File: config.mk
export PLATFORM = sky130hd
export DESIGN_NAME = rf_read_unit_flat
export DESIGN_NICKNAME = d
export VERILOG_FILES = /design/src/rtl/rf_pkg.sv /design/src/rtl/rf_read_unit_if.sv /design/src/rtl/rf_word.sv /design/src/rtl/rf_read_unit.sv /design/src/flat_wrapper.sv
export SDC_FILE = /design/constraint.sdc
export NUM_CORES = 1
export LEC_CHECK = 0
export ABC_AREA = 1
export ABC_CLOCK_PERIOD_IN_PS = 1900
export BUFFER_PORTS_ARGS = -buffer_cell sky130_fd_sc_hd__buf_4
export CORE_MARGIN = 3
export CORE_UTILIZATION = 40
export CTS_CLUSTER_DIAMETER = 40
export DETAILED_ROUTE_END_ITERATION = 10
export PLACE_DENSITY_LB_ADDON = 0.15
export SLEW_MARGIN = 40
export SYNTH_ARGS = -nofsm -noshare
export SYNTH_HDL_FRONTEND = slang
export SYNTH_SLANG_ARGS = --single-unit
export TNS_END_PERCENT = 10
File: constraint.sdc
create_clock -name clk -period 1.9 [get_ports clk]
set_input_delay 0.285 -clock clk [delete_from_list [all_inputs] [get_ports clk]]
set_output_delay 0.285 -clock clk [all_outputs]
set_load 0.02 [all_outputs]
File: src/rtl/rf_pkg.sv
// rf_pkg: shared defaults and register-address type for the register-file read unit
package rf_pkg;
  localparam int DEF_WIDTH = 16;
  localparam int DEF_NREGS = 8;
  localparam int DEF_AW    = 3;
  typedef logic [DEF_AW-1:0] reg_addr_t;
endpackage

File: src/rtl/rf_read_unit_if.sv
// rf_read_unit_if: writeback, issue/read request and read-response signals of the read unit
// master drives wr_*/rd_req/rd_addr_*/dst_*; slave drives stall/rd_valid/rd_data_*
interface rf_read_unit_if
  import rf_pkg::*;
#(parameter int WIDTH = DEF_WIDTH);
  logic             wr_en;
  reg_addr_t        wr_addr;
  logic [WIDTH-1:0] wr_data;
  logic             rd_req;
  reg_addr_t        rd_addr_a;
  reg_addr_t        rd_addr_b;
  logic             dst_en;
  reg_addr_t        dst_addr;
  logic             stall;
  logic             rd_valid;
  logic [WIDTH-1:0] rd_data_a;
  logic [WIDTH-1:0] rd_data_b;
  modport master (output wr_en, wr_addr, wr_data, rd_req, rd_addr_a, rd_addr_b, dst_en, dst_addr,
                  input stall, rd_valid, rd_data_a, rd_data_b);
  modport slave  (input wr_en, wr_addr, wr_data, rd_req, rd_addr_a, rd_addr_b, dst_en, dst_addr,
                  output stall, rd_valid, rd_data_a, rd_data_b);
endinterface

File: src/rtl/rf_word.sv
// rf_word: one WIDTH-bit storage word with write enable and async active-low reset
// ports: clk, rst (active-low), i_we write enable, i_d write data, o_q stored value
module rf_word #(parameter int WIDTH = rf_pkg::DEF_WIDTH) (
  input  logic             clk,
  input  logic             rst,
  input  logic             i_we,
  input  logic [WIDTH-1:0] i_d,
  output logic [WIDTH-1:0] o_q
);
  logic [WIDTH-1:0] r_q;
  always_ff @(posedge clk or negedge rst)
    if (!rst) r_q <= '0;
    else if (i_we) r_q <= i_d;
  assign o_q = r_q;
endmodule

File: src/rtl/rf_read_unit.sv
// rf_read_unit: register file with busy scoreboard, writeback bypass and registered two-port read
// ports: clk, rst (async active-low), bus (slave side of rf_read_unit_if)
module rf_read_unit
  import rf_pkg::*;
#(
  parameter int WIDTH = DEF_WIDTH,
  parameter int NREGS = DEF_NREGS,
  parameter int AW    = DEF_AW
) (
  input  logic          clk,
  input  logic          rst,
  rf_read_unit_if.slave bus
);
  logic [WIDTH-1:0] w_q [NREGS];
  logic [NREGS-1:0] w_hit, w_set, r_busy;
  logic             w_blk_a, w_blk_b, w_stall, w_acc, r_valid;
  logic [WIDTH-1:0] w_rd_a, w_rd_b, r_a, r_b;
  assign w_q[0] = '0;
  for (genvar g = 1; g < NREGS; g++) begin : g_word
    rf_word #(.WIDTH(WIDTH)) u_word (
      .clk (clk),
      .rst (rst),
      .i_we(bus.wr_en && bus.wr_addr == AW'(g)),
      .i_d (bus.wr_data),
      .o_q (w_q[g])
    );
  end
  // register 0 is masked out of both vectors so it is never busy and never bypassed
  assign w_hit   = bus.wr_en ? (NREGS'(1) << bus.wr_addr) & ~NREGS'(1) : '0;
  assign w_blk_a = r_busy[bus.rd_addr_a] && !w_hit[bus.rd_addr_a];
  assign w_blk_b = r_busy[bus.rd_addr_b] && !w_hit[bus.rd_addr_b];
  assign w_stall = bus.rd_req && (w_blk_a || w_blk_b);
  assign w_acc   = bus.rd_req && !w_stall;
  assign w_set   = (w_acc && bus.dst_en) ? (NREGS'(1) << bus.dst_addr) & ~NREGS'(1) : '0;
  assign w_rd_a  = w_hit[bus.rd_addr_a] ? bus.wr_data : w_q[bus.rd_addr_a];
  assign w_rd_b  = w_hit[bus.rd_addr_b] ? bus.wr_data : w_q[bus.rd_addr_b];
  // set after clear: a same-cycle issue to the written register is younger and stays pending
  always_ff @(posedge clk or negedge rst)
    if (!rst) begin
      r_busy  <= '0;
      r_valid <= 1'b0;
      r_a     <= '0;
      r_b     <= '0;
    end else begin
      r_busy  <= (r_busy & ~w_hit) | w_set;
      r_valid <= w_acc;
      if (w_acc) begin
        r_a <= w_rd_a;
        r_b <= w_rd_b;
      end
    end
  assign bus.stall     = w_stall;
  assign bus.rd_valid  = r_valid;
  assign bus.rd_data_a = r_a;
  assign bus.rd_data_b = r_b;
endmodule

File: src/flat_wrapper.sv
// flat-port wrapper written by rule: the top's interface ports become plain ports
module rf_read_unit_flat import rf_pkg::*;
#(
  parameter int WIDTH = DEF_WIDTH,
  parameter int NREGS = DEF_NREGS,
  parameter int AW    = DEF_AW
)
  (clk, rst, bus_wr_en, bus_wr_addr, bus_wr_data, bus_rd_req, bus_rd_addr_a, bus_rd_addr_b, bus_dst_en, bus_dst_addr, bus_stall, bus_rd_valid, bus_rd_data_a, bus_rd_data_b);
  rf_read_unit_if #(.WIDTH(WIDTH)) bus_i ();
  input  logic clk;
  input  logic rst;
  input wire logic [$bits(bus_i.wr_en)-1:0] bus_wr_en;
  input wire logic [$bits(bus_i.wr_addr)-1:0] bus_wr_addr;
  input wire logic [$bits(bus_i.wr_data)-1:0] bus_wr_data;
  input wire logic [$bits(bus_i.rd_req)-1:0] bus_rd_req;
  input wire logic [$bits(bus_i.rd_addr_a)-1:0] bus_rd_addr_a;
  input wire logic [$bits(bus_i.rd_addr_b)-1:0] bus_rd_addr_b;
  input wire logic [$bits(bus_i.dst_en)-1:0] bus_dst_en;
  input wire logic [$bits(bus_i.dst_addr)-1:0] bus_dst_addr;
  output wire logic [$bits(bus_i.stall)-1:0] bus_stall;
  output wire logic [$bits(bus_i.rd_valid)-1:0] bus_rd_valid;
  output wire logic [$bits(bus_i.rd_data_a)-1:0] bus_rd_data_a;
  output wire logic [$bits(bus_i.rd_data_b)-1:0] bus_rd_data_b;
  assign bus_i.wr_en = bus_wr_en;
  assign bus_i.wr_addr = bus_wr_addr;
  assign bus_i.wr_data = bus_wr_data;
  assign bus_i.rd_req = bus_rd_req;
  assign bus_i.rd_addr_a = bus_rd_addr_a;
  assign bus_i.rd_addr_b = bus_rd_addr_b;
  assign bus_i.dst_en = bus_dst_en;
  assign bus_i.dst_addr = bus_dst_addr;
  assign bus_stall = bus_i.stall;
  assign bus_rd_valid = bus_i.rd_valid;
  assign bus_rd_data_a = bus_i.rd_data_a;
  assign bus_rd_data_b = bus_i.rd_data_b;
  rf_read_unit #(.WIDTH(WIDTH), .NREGS(NREGS), .AW(AW)) u_core (.clk(clk), .rst(rst), .bus(bus_i));
endmodule
* Word level (Yosys, flattened, before mapping)
Index checks and enable logic that the tools add are counted.
W data, S select, Z words.
** Storage, ports and cells
- Bits in registers :: 153
- Input bits :: 33
- Logic and storage cells :: 63
** Cells by class
- Order comparisons :: 4
- Equality and inequality tests :: 7
- Shift-type cells :: 2
- Muxes and demuxes :: 18
- Bitwise logic cells :: 5
- Reduce and logical (&&, ||, !) cells :: 16
** Operator list (count)
- $bmux W16 S3 :: 2
- $mux W16 :: 6
- $mux W8 :: 2
- $shl A1 B3 Y8 const A :: 2
- $bmux W1 S3 :: 4
- $eq A3 B3 Y1 const B :: 4
- $logic_and A1 B1 Y1 :: 12
- $and A8 B8 Y8 :: 1
- $ge A4 B4 Y1 const B :: 2
- $lt A3 B4 Y1 const B :: 2
- $not A3 Y4 :: 2
- $not A8 Y8 :: 1
- $or A8 B8 Y8 :: 1
- $eq A3 B2 Y1 const B :: 2
- $mux W1 :: 4
- $eq A3 B1 Y1 const B :: 1
- $logic_not A1 Y1 :: 3
- $logic_or A1 B1 Y1 :: 1

* Depth between registers and ports, before layout
Gate-level depths: netlist of run 1.
- Word-level depth :: 13
- Mapped depth :: 14

* By module
From an unflattened synthesis of run 1, not the netlist that was laid out.
** Unflattened totals
- Cells, all modules :: 1219
- Area total of the unflattened synthesis :: 8655.8 um2
** Modules (own cells, without submodules)
- rf_word :: instances 7, cells each 68, area an instance 644.4 um2, seq. area each 400.4 um2
- rf_read_unit :: instances 1, cells each 743, area an instance 4145.2 um2, seq. area each 1001.0 um2

* Worst setup path before layout of run 1
OpenSTA, ideal clock, no wires.
- Path kind :: input -> output
- Start point :: in bus_rd_addr_a[0]
- End point :: out bus_stall
- Data arrival time :: 1.493 ns
- Required time :: 1.615 ns
- Slack :: 0.122 ns
- Stages on the path :: 11
- Cells stage by stage :: buf_4 nand2_2 inv_2 nand2_1 nand2_1 inv_2 nand2_1 nand2_2 nand2_2 and2_1 nor2_1
** On the way
- Word-level cells in the longest chain between the ends :: 6
- Elaborated cells on any way between the ends :: 8
- Those cells by class :: 4 x mux; 4 x reduce/logical
** Ends and longest elaborated chain
- start: declaration :: RTL line flat_wrapper.sv:16 : input wire logic [$bits(bus_i.rd_addr_a)-1:0] bus_rd_addr_a;
- $bmux W1 S3 :: RTL line rf_read_unit.sv:30 : assign w_blk_a = r_busy[bus.rd_addr_a] && !w_hit[bus.rd_addr_a];
- $mux W1 (not written as such) :: RTL line rf_read_unit.sv:30
- $logic_not A1 Y1 :: RTL line rf_read_unit.sv:30
- $logic_and A1 B1 Y1 * :: RTL line rf_read_unit.sv:30
- $logic_or A1 B1 Y1 * :: RTL line rf_read_unit.sv:32 : assign w_stall = bus.rd_req && (w_blk_a || w_blk_b);
- $logic_and A1 B1 Y1 * :: RTL line rf_read_unit.sv:32
- end: declaration :: RTL line flat_wrapper.sv:20 : output wire logic [$bits(bus_i.stall)-1:0] bus_stall;
Mark *: on every way between the ends. The rest lies on a longest branch, timed or not. The select of a mux whose other input is x is not followed.

* Final worst setup path of run 1
- Start point :: reg u_core.r_busy[7]
- End point :: out bus_stall
** On the way
- Word-level cells in the longest chain between the ends :: 5
- Elaborated cells on any way between the ends :: 8
- Those cells by class :: 4 x mux; 4 x reduce/logical
** Ends and longest elaborated chain
- start: declaration :: RTL line rf_read_unit.sv:15 : logic [NREGS-1:0] w_hit, w_set, r_busy;
- start signal: assignment :: RTL line rf_read_unit.sv:45 : r_busy <= (r_busy & ~w_hit) | w_set;
- $bmux W1 S3, on equally long branches :: RTL line rf_read_unit.sv:30, rf_read_unit.sv:31
- $mux W1, on equally long branches :: RTL line rf_read_unit.sv:30, rf_read_unit.sv:31
- $logic_and A1 B1 Y1, on equally long branches :: RTL line rf_read_unit.sv:30, rf_read_unit.sv:31
- $logic_or A1 B1 Y1 * :: RTL line rf_read_unit.sv:32
- $logic_and A1 B1 Y1 * :: RTL line rf_read_unit.sv:32
Marked as above.

==> flow_summary.json, run 1 <==
{
  "status": "finished, final reports clean",
  "syn_inst": 1088,
  "setup_viol": 0,
  "critical_path_class": "reg -> out",
  "htree_levels": 4,
  "core_area_mm2": 0.0196,
  "top_layer": "met4",
  "diodes": 0,
  "drc": 0,
  "placed_area_mm2": 0.00906,
  "netlist.area_leader.share_pct": 47.4,
  "syn-num-nets": 1121,
  "async_reset_ff_share_pct": 100,
  "p_leak_nw": 4.64,
  "cp_max_fo": 3,
  "clockRootBuffer": "clkbuf_16",
  "cp-endpoint": "bus_stall",
  "finalCritPeriodShare_pct": 99.1,
  "rr_worst_depth": 10,
  "vias": 7569,
  "pin_count": 67,
  "grt_pass1_wl_um": 40600,
  "cp-end-kind": "output pin",
  "grt_pass1_vias": 7008,
  "vias_per_cell": 5.27,
  "numCtsBuffers": 17,
  "drive_gt1_share_pct": 15.4,
  "hold_path.class": "in -> reg",
  "antenna_found_initial": 0,
  "slew_violations": 0,
  "fin_area_mm2": 0.00967,
  "synth_enable_flop_cells": 0,
  "ant_nets": 0,
  "grt_max_degree": 54,
  "ir_drop_mv": 0.581,
  "finalWirelength_um": 25700,
  "rsz0062_at_grt": "yes",
  "cts_tree": "done",
  "wl_met1_um": 11900,
  "wl_met3_um": 1680,
  "arrival_ps": 1600,
  "cts_sinks": 152,
  "hold_violations": 0,
  "fin_crit_ps": 1880,
  "overflow": 0,
  "synthTopCellsByArea": "dfrtp_1, nand2_1, o21ai_0, a21oi_1, inv_1",
  "regToRegSetupSlack_ps": 280,
  "power.density_mw_per_mm2": 1070,
  "synth_common_cells": "nand2_1, o21ai_0, dfrtp_1",
  "die_x_um": 148,
  "post_synth_num_cell_types": 27,
  "clk_path_buf_depth": 2,
  "wl_per_cell_um": 17.9,
  "fin_skew_ps": 8.06,
  "worst_setup_path_start_kind": "register",
  "dp_hpwl_um": 16900,
  "wl_met2_um": 11500,
  "ys_dominant_reg_cell": "dfrtp_1",
  "rr_startpoint": "u_core.r_busy[7]",
  "relSlewSlack_pct": 69.0,
  "port_buffers": 66,
  "synth-seq-cells": 152,
  "syn_area_mm2": 0.00802,
  "grt_usage_pct": 24.1,
  "fmax_mhz": 531,
  "yosysSeqAreaShare_pct": 47.4,
  "clk_pin_slew_ps": 60,
  "synth_top_cell_by_area": "dfrtp_1",
  "die_h_um": 148,
  "finalNetCount": 1191,
  "drt_iter0_drc": 715,
  "cp_cell_sequence": "a21oi_2 -> o21ai_2 -> nand3_1 -> nand2_1 -> nand2_2 -> and2_4 -> nor2_1 -> buf_4",
  "yosysWarnings": 0,
  "num_rows": 51,
  "max_cap_viol_count": 0,
  "synth_area_per_cell_um2": 7.37,
  "final_core_util_pct": 49.3,
  "first_pass_iters": 7,
  "worstMarginPinSlew_ps": 465,
  "crit_path_max_incr_delay_ps": 410,
  "area_growth_pct": 20.5,
  "reg2reg_to": "u_core.bus.rd_data_a[0]",
  "critPathSlowestCell": "dfrtp_1",
  "cp.required_ps": 1620,
  "crit_start": "u_core.r_busy[7]",
  "finalSetupTns_ps": 0,
  "insertion_delay_ps": 420,
  "gp_congestion": 0.885,
  "start_util_pct": 40.9,
  "synth_most_common_cell": "nand2_1",
  "dieArea_mm2": 0.0218
}
[state kept, by name, indices dropped and copies added (netlist names)]
register and count:
u_core.bus.rd_valid 1, u_core.r_busy 7, u_core.bus.rd_data_b 16, u_core.g_word.u_word.o_q 112, u_core.bus.rd_data_a 16
[where the power goes]
part	internal, W	total, W	switching, W	leakage, nW
clock	0.00190	0.00328	0.00138	0.273
combinational	0.00106	0.00261	0.00155	2.47
sequential	0.00396	0.00447	0.000511	1.89
[cell type report]
type / instances / area [um2]
Fill cell: 1962 / 9920
Timing Repair Buffer: 120 / 1020
Inverter: 91 / 342
Multi-Input combinational cell: 776 / 3600
Sequential cell: 152 / 3800
Clock buffer: 21 / 470
Clock inverter: 10 / 96.3
Tap cell: 265 / 332
[cell usage in the layout (no fill, tap or decap), drive strengths merged, types with 21 or more instances in the layout]
master | synthesis | routed
dfrtp | 152 | 152
nand2 | 314 | 314
nor2 | 60 | 60
inv | 90 | 91
buf | 22 | 119
nand3 | 59 | 59
a21oi | 98 | 98
o21ai | 190 | 190
clkbuf | 47 | 21
[per-stage QoR]
stage	setup slack [ps]	std cells	total power [W]	hold WS, ps
floorplan	122	1088	0.00598	-10.6
global placement	80.5	1402	0.00708	249
detailed placement	103	1402	0.00711	246
CTS	5.84	1434	0.0104	69.5
global route	-36.4	1435	0.0110	82.2
finish	17.6	1435	0.0104	76.4
[how the worst min path moves through the flow]
stage | cells past startpoint | slack, ps | start | end
after floorplan | 0 | -10 | rst | u_core.bus.rd_data_a[0]
after global placement | 1 | 250 | rst | u_core.g_word[6].u_word.o_q[4]
after detailed placement | 1 | 250 | rst | u_core.g_word[6].u_word.o_q[4]
after CTS | 3 | 70 | bus_wr_data[9] | u_core.g_word[7].u_word.o_q[9]
after global routing | 3 | 80 | bus_wr_data[9] | u_core.g_word[7].u_word.o_q[9]
final | 3 | 80 | bus_wr_data[9] | u_core.g_word[7].u_word.o_q[9]
[metal layers]
layer / track usage [%] / vias to the layer above
li1: - / 3715
met5: 0 / -
met3: 3.92 / 43
met4: 7.64 / 0
met2: 37.3 / 305
met1: 34.8 / 3506
[worst max-delay path, delay by kind of cell, from the launching register on]
kind / cells / cell delay (ps)
AO/OA/AOI/OAI: 2 / 210
buffers and inverters: 1 / 140
flip-flops: 1 / 410
AND/OR/NAND/NOR: 5 / 420
[cells by family after synthesis]
logic type	Yosys count	share of synthesized area, %
AND/OR/NAND/NOR	435	22.0
flip-flops	152	47.4
buffers and inverters	160	7.97
AO/OA/AOI/OAI	341	22.6
[timing repair]
action | 4_1_cts | 5_1_grt
hold buffers | 1 | 0
buffers inserted | 0 | 1
hold endpoints to repair | 40 | 0
pin swaps | 2 | 5
setup endpoints to repair | 1 | 1
gates resized for setup | 3 | 8
Note: power is estimated with default switching activity, not from simulation.
==> run 2: changes to the inputs <==
--- a/config.mk
+++ b/config.mk
@@ -7,12 +7,12 @@
 export LEC_CHECK = 0
 export ABC_AREA = 1
 export ABC_CLOCK_PERIOD_IN_PS = 1900
-export BUFFER_PORTS_ARGS = -buffer_cell sky130_fd_sc_hd__buf_4
 export CORE_MARGIN = 3
 export CORE_UTILIZATION = 40
 export CTS_CLUSTER_DIAMETER = 40
 export DETAILED_ROUTE_END_ITERATION = 10
-export PLACE_DENSITY_LB_ADDON = 0.15
+export DONT_BUFFER_PORTS = 1
+export PLACE_DENSITY_LB_ADDON = 0.25
 export SLEW_MARGIN = 40
 export SYNTH_ARGS = -nofsm -noshare
 export SYNTH_HDL_FRONTEND = slang
==> run 2 against run 1 <==
  * The run now ends with negative hold slack left
  * Sequential share of layout area is 2.3 points higher
  * Critical path depth unchanged
  * Combinational power fell by 33%
  * Register-to-register slack improved by 130 ps
  * Die area unchanged
  * Highest routed layer unchanged
==> flow_summary.json, run 2 (same netlist as run 1, synthesis figures left out) <==
{
  "layout_common_cells": "nand2_1, o21ai_0, dfrtp_1",
  "hold_path.class": "in -> async",
  "slew_violations": 0,
  "pin_count": 67,
  "core_area_mm2": 0.0196,
  "vias": 7360,
  "violations": "negative hold slack",
  "antenna_found_initial": 0,
  "worstMarginPinSlew_ps": 424,
  "hold_buffers": 16,
  "finalSetupTns_ps": 0,
  "drc": 0,
  "cp-end-kind": "output pin",
  "rsz0062_at_grt": "yes",
  "cp_max_fo": 3,
  "start_util_pct": 40.9,
  "ir_drop_mv": 0.644,
  "num_rows": 51,
  "dp_hpwl_um": 15100,
  "finalCritPeriodShare_pct": 98.7,
  "crit_buf_inv": 2,
  "cts_tree": "done",
  "gp_congestion": 0.841,
  "first_pass_iters": 5,
  "p_leak_nw": 4.26,
  "wl_met2_um": 11500,
  "cts_sinks": 152,
  "wl_met3_um": 1880,
  "relSlewSlack_pct": 71.8,
  "hold_slack_ps": -447,
  "cp.required_ps": 1620,
  "layout_commonest_cell": "nand2_1",
  "grt_pass1_wl_um": 39800,
  "area_growth_pct": 13.9,
  "cpLargestDelayFamily": "simple AND/OR/NAND/NOR gates",
  "ant_nets": 0,
  "die_h_um": 148,
  "fmax_mhz": 533,
  "numCtsBuffers": 17,
  "drt_iter0_drc": 755,
  "worst_setup_path_start_kind": "register",
  "wl_met1_um": 11300,
  "final_core_util_pct": 46.6,
  "htree_levels": 4,
  "clk_pin_slew_ps": 60,
  "fin_crit_ps": 1880,
  "wl_per_cell_um": 18.6,
  "post_cts_buffers": 0,
  "insertion_delay_ps": 430,
  "vias_per_cell": 5.38,
  "p_total_w": 0.00978,
  "max_cap_viol_count": 0,
  "arrival_ps": 1590,
  "grt_pass1_vias": 7117,
  "fin_area_mm2": 0.00914,
  "drive_gt1_share_pct": 8.61,
  "largest_reg_flops": 112,
  "critical_path_class": "reg -> out",
  "placed_area_mm2": 0.00838,
  "grt_max_degree": 153,
  "power.density_mw_per_mm2": 1070,
  "fin_skew_ps": 15.3,
  "top_layer": "met4",
  "hold_violations": 152,
  "port_buffers": 0,
  "finalWirelength_um": 25400,
  "diodes": 0,
  "grt_usage_pct": 23.5,
  "finalNetCount": 1123,
  "setup_viol": 0,
  "status": "complete, but fails checks",
  "dieArea_mm2": 0.0218,
  "crit_path_max_incr_delay_ps": 340,
  "overflow": 0,
  "cp_cell_sequence": "inv_2 -> a21oi_2 -> o211ai_1 -> nand2_1 -> nand2_2 -> and2_4 -> nor2_4 -> buf_6",
  "clockRootBuffer": "clkbuf_16",
  "clk_path_buf_depth": 2,
  "die_x_um": 148,
  "fillers": 1975,
  "critPathSlowestCell": "dfrtp_1"
}
run 2: per-stage QoR:
step / hold WS (ps) / setup WS [ps] / cells
after global routing: -461 / -49.0 / 1368
after CTS: -454 / 0.280 / 1368
after detailed placement: -6.24 / 189 / 1320
final: -447 / 24.8 / 1368
after global placement: -4.47 / 211 / 1320
after floorplan: -10.6 / 122 / 1088
run 2: area by class of cell:
class,count,area (um2),share of cell area (%)
flip-flops and latches,152,3800,41.6
multi-input cells,776,3610,39.5
repair buffers,52,484,5.30
clock buffers,23,478,5.23
inverters,91,342,3.74
well taps,265,332,3.63
clock inverters,9,91.3,1.00
run 2: what timing repair did:
| action | CTS | global route |
|---|---|---|
| setup endpoints to repair | 1 | 1 |
| endpoints found under the hold margin | 174 | 152 |
| resized for setup | 2 | 10 |
| gates cloned | 0 | 0 |
| pin swaps | 0 | 5 |
run 2: layer usage:
metal	vias to the layer above	GRT usage (%)
met2	277	36.8
met5	-	0
met1	3448	32.1
met3	57	4.90
li1	3578	-
met4	0	9.27
run 2: report_power, final:
| part | total, W | internal (W) | switching, W |
|---|---|---|---|
| Sequential | 0.00476 | 0.00396 | 0.000800 |
| Clock | 0.00328 | 0.00191 | 0.00136 |
| Combinational | 0.00174 | 0.000722 | 0.00102 |
| Total | 0.00978 | 0.00660 | 0.00318 |
run 2: final timing paths:
| check | cells after the start | slack [ps] | from | to |
|---|---|---|---|---|
| worst max-delay path | 8 | 20 | u_core.r_busy[4] | bus_stall |
| worst min-delay path | 0 | -450 | rst | u_core.g_word[7].u_word.o_q[0] |
| worst max register to register | 10 | 410 | u_core.r_busy[7] | u_core.bus.rd_data_a[9] |
| worst min register to register | 2 | 490 | u_core.g_word[3].u_word.o_q[15] | u_core.g_word[3].u_word.o_q[15] |
| max in group asynchronous | 0 | 2090 | rst | u_core.g_word[5].u_word.o_q[13] |
| min in group clk | 2 | 30 | bus_dst_addr[0] | u_core.r_busy[7] |
==> run 3: changes to the inputs <==
--- a/config.mk
+++ b/config.mk
@@ -8,7 +8,7 @@
 export ABC_AREA = 1
 export ABC_CLOCK_PERIOD_IN_PS = 1900
 export CORE_MARGIN = 3
-export CORE_UTILIZATION = 40
+export CORE_UTILIZATION = 64
 export CTS_CLUSTER_DIAMETER = 40
 export DETAILED_ROUTE_END_ITERATION = 10
 export DONT_BUFFER_PORTS = 1
==> run 3 against run 2 <==
  * The flow still finishes with violations (negative hold slack)
  * Die area decreased by 36%
  * Clock-buffer cell count increased by 1
  * Sequential power about the same
  * Final area decreased by 1.5%
  * Cell count decreased by 7.2%
  * Largest power group unchanged
  * Combinational power about the same
  * Register-to-register slack got worse by 130 ps
  * Via count increased by 8.5%
  * Fmax decreased by 0.85%
  * Critical endpoint unchanged
==> flow_summary.json, run 3 (same netlist as run 1, synthesis figures left out) <==
{
  "cp.required_ps": 1620,
  "drc": 0,
  "fin_skew_ps": 4.27,
  "final_core_util_pct": 74.3,
  "grt_pass1_wl_um": 39500,
  "finalCritPeriodShare_pct": 99.5,
  "worstMarginPinSlew_ps": 495,
  "cts_sinks": 152,
  "pin_count": 67,
  "violations": "negative hold slack",
  "cts_tree": "done",
  "critical_path_class": "reg -> out",
  "clk_path_buf_depth": 2,
  "hold_buffers": 16,
  "rr_startpoint": "u_core.r_busy[4]",
  "fmax_mhz": 529,
  "start_util_pct": 66.2,
  "p_leak_nw": 4.27,
  "relSlewSlack_pct": 66.8,
  "largest_reg_flops": 112,
  "core_area_mm2": 0.0121,
  "reg2reg_to": "u_core.bus.rd_data_a[12]",
  "vias_per_cell": 6.29,
  "regToRegSetupSlack_ps": 280,
  "power.density_mw_per_mm2": 1110,
  "layout_common_cells": "nand2_1, o21ai_0, dfrtp_1",
  "insertion_delay_ps": 430,
  "drt_iter0_drc": 1173,
  "numCtsBuffers": 17,
  "clk_pin_slew_ps": 60,
  "wl_per_cell_um": 19.5,
  "ant_nets": 0,
  "grt_pass1_vias": 7620,
  "dpl_worst_slack_ps": 211,
  "ir_drop_mv": 0.613,
  "cp-end-kind": "output pin",
  "gp_congestion": 0.930,
  "hold_violations": 152,
  "dieArea_mm2": 0.0139,
  "fillers": 928,
  "area_growth_pct": 12.2,
  "status": "complete, but fails checks",
  "overflow": 0,
  "antenna_found_initial": 2,
  "arrival_ps": 1610,
  "max_cap_viol_count": 0,
  "fin_area_mm2": 0.00900,
  "hold_slack_ps": -457,
  "setup_viol": 0,
  "hold_path.class": "in -> async",
  "fin_ws_ps": 8.61,
  "clockRootBuffer": "clkbuf_16",
  "finalNetCount": 1120,
  "htree_levels": 4,
  "fin_crit_ps": 1890,
  "layout_commonest_cell": "nand2_1",
  "finalWirelength_um": 24700,
  "drive_gt1_share_pct": 7.83,
  "die_x_um": 118,
  "slew_violations": 0,
  "placed_area_mm2": 0.00821,
  "num_rows": 40,
  "port_buffers": 0,
  "die_h_um": 118,
  "vias": 7984,
  "rsz0062_at_grt": "yes",
  "grt_usage_pct": 36.2,
  "first_pass_iters": 6,
  "rr_worst_depth": 10,
  "worst_setup_path_start_kind": "register",
  "dp_hpwl_um": 14200,
  "cp_max_fo": 3,
  "grt_max_degree": 153
}
run 3: cell count changes in the layout (fill, tap and decap cells not counted), sizes merged:
| cell | before | now |
|---|---|---|
| buf | 36 | 33 |
| clkinvlp | 4 | 1 |
| bufinv | 1 | 3 |
| diode | 0 | 2 |
| clkbuf | 23 | 24 |
| inv | 91 | 90 |
run 3: through the flow:
stage	TNS [ps]	hold WS, ps	std cells	total power (W)
finish	0	-457	1269	0.0100
global route	-35.7	-463	1268	0.0105
CTS	0	-458	1265	0.00997
detailed placement	0	-8.49	1218	0.00645
global placement	0	-8.15	1218	0.00637
floorplan	0	-10.6	1088	0.00598
run 3: timing repair:
action / 4_1_cts / 5_1_grt
resized for setup: 3 / 2
buffers inserted: 0 / 2
pin swaps: 0 / 4
endpoints found under the setup margin: 1 / 1
endpoints found under the hold margin: 173 / 152
run 3: critical path, stage by stage (launching register included):
cell	delay (ps)
dfrtp_1	320
inv_1	70
a21oi_2	150
o211ai_1	110
nand2_1	120
nand2_2	60
and2_4	130
nor2_1	80
buf_4	140
run 3: metal layers:
metal	global-route usage [%]	vias up	routed length, um
met1	48.9	3666	9500
met3	10.5	120	3340
met5	0	-	0
li1	-	3577	-
met4	19.0	0	1050
met2	53.1	621	10800
run 3: worst max path at each step:
stage,slack [ps],cells after the start,endpoint,from
floorplan,120,11,bus_stall,bus_rd_addr_a[0]
global placement,300,9,u_core.bus.rd_data_b[12],bus_rd_addr_b[2]
detailed placement,210,12,u_core.bus.rd_data_a[7],bus_wr_en
CTS,9,8,bus_stall,u_core.r_busy[7]
global route,-40,8,bus_stall,u_core.r_busy[7]
finish,9,8,bus_stall,u_core.r_busy[4]
run 3: report_power, final:
group | switching [W] | internal [W] | leakage [nW]
combinational | 0.00106 | 0.000702 | 2.08
clock | 0.00131 | 0.00219 | 0.296
sequential | 0.000809 | 0.00396 | 1.89
total | 0.00317 | 0.00686 | 4.27
run 3: cell type report:
cell class | count | area [um2] | area share [%]
sequential | 152 | 3800 | 42.3
multi-input combinational | 776 | 3590 | 39.9
clock buffer | 24 | 492 | 5.46
timing repair buffer | 49 | 445 | 4.95
inverter | 91 | 342 | 3.79
tap | 168 | 210 | 2.33
clock inverter | 7 | 116 | 1.29
antenna | 2 | 5.00 | 0.0556
